`config.mk`:
```
export PLATFORM = sky130hd
export DESIGN_NAME = wave_pwm_modulator_flat
export DESIGN_NICKNAME = d
export VERILOG_FILES = /design/src/rtl/wave_pwm_modulator_pkg.sv /design/src/rtl/wave_pwm_modulator_if.sv /design/src/rtl/wave_pwm_modulator_prescaler.sv /design/src/rtl/wave_pwm_modulator.sv /design/src/flat_wrapper.sv
export SDC_FILE = /design/constraint.sdc
export NUM_CORES = 1
export LEC_CHECK = 0
export CORE_ASPECT_RATIO = 0.8
export CORE_MARGIN = 8
export CORE_UTILIZATION = 25
export CTS_CLUSTER_DIAMETER = 40
export DETAILED_ROUTE_END_ITERATION = 16
export GPL_TIMING_DRIVEN = 0
export SYNTH_ARGS = -nofsm -noshare
export SYNTH_HDL_FRONTEND = slang
export SYNTH_SLANG_ARGS = --single-unit
```
`constraint.sdc`:
```
create_clock -name clk -period 2.4 [get_ports clk]
set_input_delay 0.48 -clock clk [delete_from_list [all_inputs] [get_ports clk]]
set_output_delay 0.48 -clock clk [all_outputs]
set_load 0.02 [all_outputs]
```
`src/rtl/wave_pwm_modulator_pkg.sv`:
```
// Shared types and constants for the wave-to-PWM modulator.
// Holds the FSM state encoding, the default sample width and the slot-count helper.
package pwm_pkg;

  localparam int WIDTH_DEF = 5;

  function automatic int cnt_max(input int w);
    return (1 << w) - 1;
  endfunction

  localparam int CNT_MAX = cnt_max(WIDTH_DEF);

  typedef enum logic [1:0] {
    IDLE  = 2'd0,
    RUN   = 2'd1,
    DRAIN = 2'd2
  } state_e;

endpackage

```
`src/rtl/wave_pwm_modulator_if.sv`:
```
// Sample/enable inputs and PWM status outputs of the modulator, bundled as one interface.
interface wave_pwm_modulator_if
  import pwm_pkg::*;
#(
  parameter int WIDTH = WIDTH_DEF
);
  logic [WIDTH-1:0] wave;
  logic             en;
  logic             pwm_out;
  logic             period_start;
  logic [WIDTH-1:0] duty;
  logic             busy;

  modport master (output wave, en, input pwm_out, period_start, duty, busy);
  modport slave  (input wave, en, output pwm_out, period_start, duty, busy);
endinterface

```
`src/rtl/wave_pwm_modulator_prescaler.sv`:
```
// Slot-rate tick generator: one tick every PRESCALE clocks, held cleared while idle.
// With PRESCALE=1 the counter never leaves 0, so tick is constantly high.
module pwm_prescaler #(
  parameter int PRESCALE = 1
) (
  input  logic clk,
  input  logic rst_n,
  input  logic clear,
  output logic tick
);
  localparam logic [7:0] LAST = 8'(PRESCALE - 1);

  logic [7:0] pre_q, pre_d;

  always_comb begin
    pre_d = pre_q + 8'd1;
    if (clear || pre_q == LAST) pre_d = 8'd0;
  end

  always_ff @(posedge clk or negedge rst_n) begin
    if (!rst_n) pre_q <= 8'd0;
    else        pre_q <= pre_d;
  end

  assign tick = (pre_q == LAST);
endmodule

```
`src/rtl/wave_pwm_modulator.sv`:
```
// Converts the free-running wave sample into a registered PWM bit.
// The duty value is latched only at period boundaries so a period never glitches.
module wave_pwm_modulator
  import pwm_pkg::*;
#(
  parameter int WIDTH    = WIDTH_DEF,
  parameter int PRESCALE = 1
) (
  input  logic                 clk,
  input  logic                 rst_n,
  wave_pwm_modulator_if.slave  bus
);
  localparam logic [WIDTH-1:0] LAST_SLOT = WIDTH'(cnt_max(WIDTH));

  state_e           state_q, state_d;
  logic [WIDTH-1:0] cnt_q, cnt_d;
  logic [WIDTH-1:0] duty_q, duty_d;
  logic             ps_q, ps_d;
  logic             pwm_q, pwm_d;
  logic             busy_q, busy_d;
  logic             tick;
  logic             wrap;

  pwm_prescaler #(.PRESCALE(PRESCALE)) u_prescaler (
    .clk   (clk),
    .rst_n (rst_n),
    .clear (state_q == IDLE),
    .tick  (tick)
  );

  assign wrap = tick && (cnt_q == LAST_SLOT);

  always_ff @(posedge clk or negedge rst_n) begin
    if (!rst_n) begin
      state_q <= IDLE;
      cnt_q   <= '0;
      duty_q  <= '0;
      ps_q    <= 1'b0;
      pwm_q   <= 1'b0;
      busy_q  <= 1'b0;
    end else begin
      state_q <= state_d;
      cnt_q   <= cnt_d;
      duty_q  <= duty_d;
      ps_q    <= ps_d;
      pwm_q   <= pwm_d;
      busy_q  <= busy_d;
    end
  end

  // RUN and DRAIN differ only in what en does before the wrap; at the wrap en alone decides.
  always_comb begin
    state_d = state_q;
    cnt_d   = cnt_q;
    duty_d  = duty_q;
    ps_d    = 1'b0;
    unique case (state_q)
      IDLE: begin
        if (bus.en) begin
          state_d = RUN;
          cnt_d   = '0;
          duty_d  = bus.wave;
          ps_d    = 1'b1;
        end
      end
      RUN, DRAIN: begin
        if (wrap) begin
          cnt_d = '0;
          if (bus.en) begin
            state_d = RUN;
            duty_d  = bus.wave;
            ps_d    = 1'b1;
          end else begin
            state_d = IDLE;
          end
        end else begin
          if (tick) cnt_d = cnt_q + WIDTH'(1);
          state_d = bus.en ? RUN : DRAIN;
        end
      end
      default: state_d = IDLE;
    endcase
  end

  // Output flops look at the next cycle's state, count and duty so they line up with them.
  always_comb begin
    pwm_d  = (state_d != IDLE) && (cnt_d < duty_d);
    busy_d = (state_d != IDLE);
  end

  assign bus.pwm_out      = pwm_q;
  assign bus.period_start = ps_q;
  assign bus.duty         = duty_q;
  assign bus.busy         = busy_q;
endmodule

```
`src/flat_wrapper.sv`:
```
// flat-port wrapper written by rule: the top's interface ports become plain ports
module wave_pwm_modulator_flat import pwm_pkg::*;
#(
  parameter int WIDTH    = WIDTH_DEF,
  parameter int PRESCALE = 1
)
  (clk, rst_n, bus_wave, bus_en, bus_pwm_out, bus_period_start, bus_duty, bus_busy);
  wave_pwm_modulator_if #(.WIDTH(WIDTH)) bus_i ();
  input  logic clk;
  input  logic rst_n;
  input wire logic [$bits(bus_i.wave)-1:0] bus_wave;
  input wire logic [$bits(bus_i.en)-1:0] bus_en;
  output wire logic [$bits(bus_i.pwm_out)-1:0] bus_pwm_out;
  output wire logic [$bits(bus_i.period_start)-1:0] bus_period_start;
  output wire logic [$bits(bus_i.duty)-1:0] bus_duty;
  output wire logic [$bits(bus_i.busy)-1:0] bus_busy;
  assign bus_i.wave = bus_wave;
  assign bus_i.en = bus_en;
  assign bus_pwm_out = bus_i.pwm_out;
  assign bus_period_start = bus_i.period_start;
  assign bus_duty = bus_i.duty;
  assign bus_busy = bus_i.busy;
  wave_pwm_modulator #(.WIDTH(WIDTH), .PRESCALE(PRESCALE)) u_core (.clk(clk), .rst_n(rst_n), .bus(bus_i));
endmodule
```
==> results.json <==
{
  "outcome": "finished, violations left",
  "violations": "setup timing",
  "synth_area_um2": 1310,
  "r2r_slack_ns": -0.12,
  "ys_seq_area_frac": 0.441,
  "yosysTopAreaCellShare": 0.441,
  "timing.critical_path.from": "u_core.cnt_q[0]",
  "die-area_um2": 7800,
  "ys_types": 39,
  "globalplace.congestion": 0.750,
  "rsz0062_at_grt": "true",
  "relSlewSlack": 0.296,
  "clock.fmax_ghz": 0.396,
  "crit_family": "compound AO/OA/AOI/OAI gates",
  "worst-r2r-cell-count": 12,
  "antenna_found_initial": 0,
  "worst_pin_slew_ns": 1.05,
  "crit_chain": "ha_2 > and3_4 > ha_4 > a311o_1 > a21oi_2 > o21ai_1 > o31ai_2 > ha_1 > a21oi_2 > nor2b_1 > o21ai_1 > nor4bb_2",
  "crit_slowest_cell": "dfrtp_1",
  "synth_area_leaders": "dfrtp_1 44%, ha_1 9.6%, xor2_1 3.4%",
  "ant_nets": 0,
  "drive_above_1_share": 0.247,
  "syn_nets": 143,
  "dieHeight_um": 80.6,
  "synth_top_area_cell": "dfrtp_1",
  "dr.pass1.iters": 4,
  "finClkSkew_ns": 0.00524,
  "vias": 1042,
  "synth-edff-count": 0,
  "post-route-min-period_ns": 2.52,
  "multi_input_area_um2": 762,
  "power.density_nw_per_um2": 1130,
  "avgSynthCellArea_um2": 10.4,
  "stdcell_area_um2": 1780,
  "diodes": 0,
  "root_buffer": "clkbuf_8",
  "drc": 0,
  "finalSetupViolCount": 1,
  "place_area_um2": 1570,
  "synth-async-reset-ratio": 1.00,
  "layout.area.seq_um2": 576,
  "drv_cap": 0,
  "setup_slack_ns": -0.123,
  "slew_viol_final": 0,
  "worstSetupPathDepth": 12,
  "start_util": 0.261,
  "finalSetupTns_ns": -0.123,
  "cts_buffers": 3,
  "cp_max_fo": 5,
  "grt_pass1_vias": 1090,
  "worstPathRequired_ns": 2.58,
  "syn_inst": 125,
  "routed_wl_um": 3040,
  "cp_num_buf_inv": 0,
  "nNetsFinal": 177,
  "finalHoldViolCount": 0,
  "vias_per_cell": 4.74,
  "period_share": 1.05,
  "clock-sinks": 23,
  "postCtsHoldBufs": 0,
  "end_kind": "flop",
  "cts_max_level": 1,
  "min_path_type": "reg -> reg",
  "drt_iter0_drc": 73,
  "worstSetupEndpoint": "u_core.bus.pwm_out",
  "r2r-start": "u_core.cnt_q[0]",
  "synth_seq_cells": 23,
  "gr-total-overflow": 0,
  "grt_use_total": 0.0810,
  "synth_flop_cell": "dfrtp_1",
  "leakagePower_nw": 0.774,
  "core_area_um2": 5010,
  "ios": 16,
  "grt_pass1_wl_um": 5280,
  "hold_ws_ns": 0.526,
  "n_fill_cell": 522,
  "cts_tree": "done",
  "crit_type": "reg -> reg",
  "die_w_um": 96.8,
  "num_rows": 23,
  "r2r_end": "u_core.bus.pwm_out",
  "ir_drop_uv": 414,
  "crit_path_start_kind": "flop",
  "worstPathArrival_ns": 2.70,
  "max_stage_delay_ns": 0.41,
  "wire_per_inst_um": 13.8,
  "grt_start_max_net_pins": 24,
  "io_buffers": 15,
  "place_hpwl_um": 2080,
  "syn_to_final_growth_pct": 36.0,
  "clk_pin_slew_worst_paths_ns": 0.08,
  "worstSkewPairLatency_ns": 0.27,
  "cts_buffer_depth": 2,
  "yosysWarnings": 0
}
logic make-up after synthesis:
group / count (synthesis) / share of synthesized area
XOR/XNOR: 6 / 0.0403
AND/OR/NAND/NOR: 39 / 0.182
buffers and inverters: 10 / 0.0307
flip-flops: 23 / 0.441
adder cells (fa/ha/maj): 10 / 0.0959
AO/OA/AOI/OAI: 37 / 0.210
layout make-up:
| type | instances | area share |
|---|---|---|
| flip-flops and latches | 23 | 0.324 |
| inverters | 7 | 0.0148 |
| plain buffers | 3 | 0.0113 |
| clock inverters | 1 | 0.00282 |
| repair buffers | 29 | 0.151 |
| multi-input cells | 92 | 0.429 |
| well taps | 62 | 0.0437 |
| clock buffers | 3 | 0.0233 |
worst min path at each step:
| stage | endpoint | from | depth (start not counted) |
|---|---|---|---|
| after CTS | u_core.cnt_q[3] | u_core.cnt_q[3] | 1 |
| final | u_core.cnt_q[3] | u_core.cnt_q[3] | 1 |
| after floorplan | u_core.bus.busy | rst_n | 0 |
| after global placement | u_core.bus.duty[4] | u_core.bus.duty[4] | 1 |
| after global routing | u_core.cnt_q[3] | u_core.cnt_q[3] | 1 |
| after detailed placement | u_core.bus.duty[2] | u_core.bus.duty[2] | 1 |
per-stage QoR:
stage	utilization	power [mW]	cells	setup slack (ns)
4_1_cts	0.351	1.96	219	-0.133
3_3_place_gp	0.314	1.55	202	-0.374
2_1_floorplan	-	1.24	125	-0.0335
3_5_place_dp	0.314	1.55	202	-0.398
6_report	0.355	2.00	220	-0.123
5_1_grt	0.355	2.18	220	-0.261
routing by layer:
layer,wire length (µm),vias to the layer above,track usage,part of all wire
met3,108,2,0.0266,0.036
met2,1240,15,0.115,0.41
met4,7,0,0.0123,0.0023
li1,-,535,-,-
met5,0,-,0,0
met1,1680,490,0.116,0.55
sequential cells by signal, indices dropped and copies added, names as in the netlist:
signal	cells
u_core.bus.period_start	1
u_core.bus.duty	5
u_core.bus.busy	1
u_core.cnt_q	5
u_core.state_q	2
u_core.bus.pwm_out	1
u_core.u_prescaler.pre_q	8
cells in the final DEF, fill, tap and decap left out, drive strengths merged, types with 2 or more instances in the layout:
cell           count
a21oi              6
and3               5
buf               16
a41oi              2
nand3              6
ha                10
a21o               2
nor2b              2
nor3b              2
dfrtp             23
a22oi              4
clkdlybuf4s50     15
xor2               5
a31oi              3
inv                7
nor3               7
a22o               4
o21ai             10
clkbuf             4
nor2               3
nand2              9
timing repair:
| action | CTS | global route |
|---|---|---|
| endpoints found under the setup margin | 1 | 1 |
| buffers inserted | 13 | 1 |
| pin swaps | 6 | 5 |
| gates resized for setup | 7 | 2 |
synth_stat cells, drive strengths merged (2+ instances only):
master and n:
dfrtp 23, ha 10, o21ai 10, nand2 9, inv 7, nor3 7
a21oi 6, nand3 6, and3 5, xor2 5, a22o 4, a22oi 4
a31oi 3, nor2 3, a21o 2, a41oi 2, buf 2, nor2b 2
nor3b 2
power by group:
group | internal [mW] | switching, mW
Sequential | 0.489 | 0.0626
Combinational | 0.569 | 0.636
Clock | 0.116 | 0.126
No activity file was read; power rests on OpenSTA's default activity.
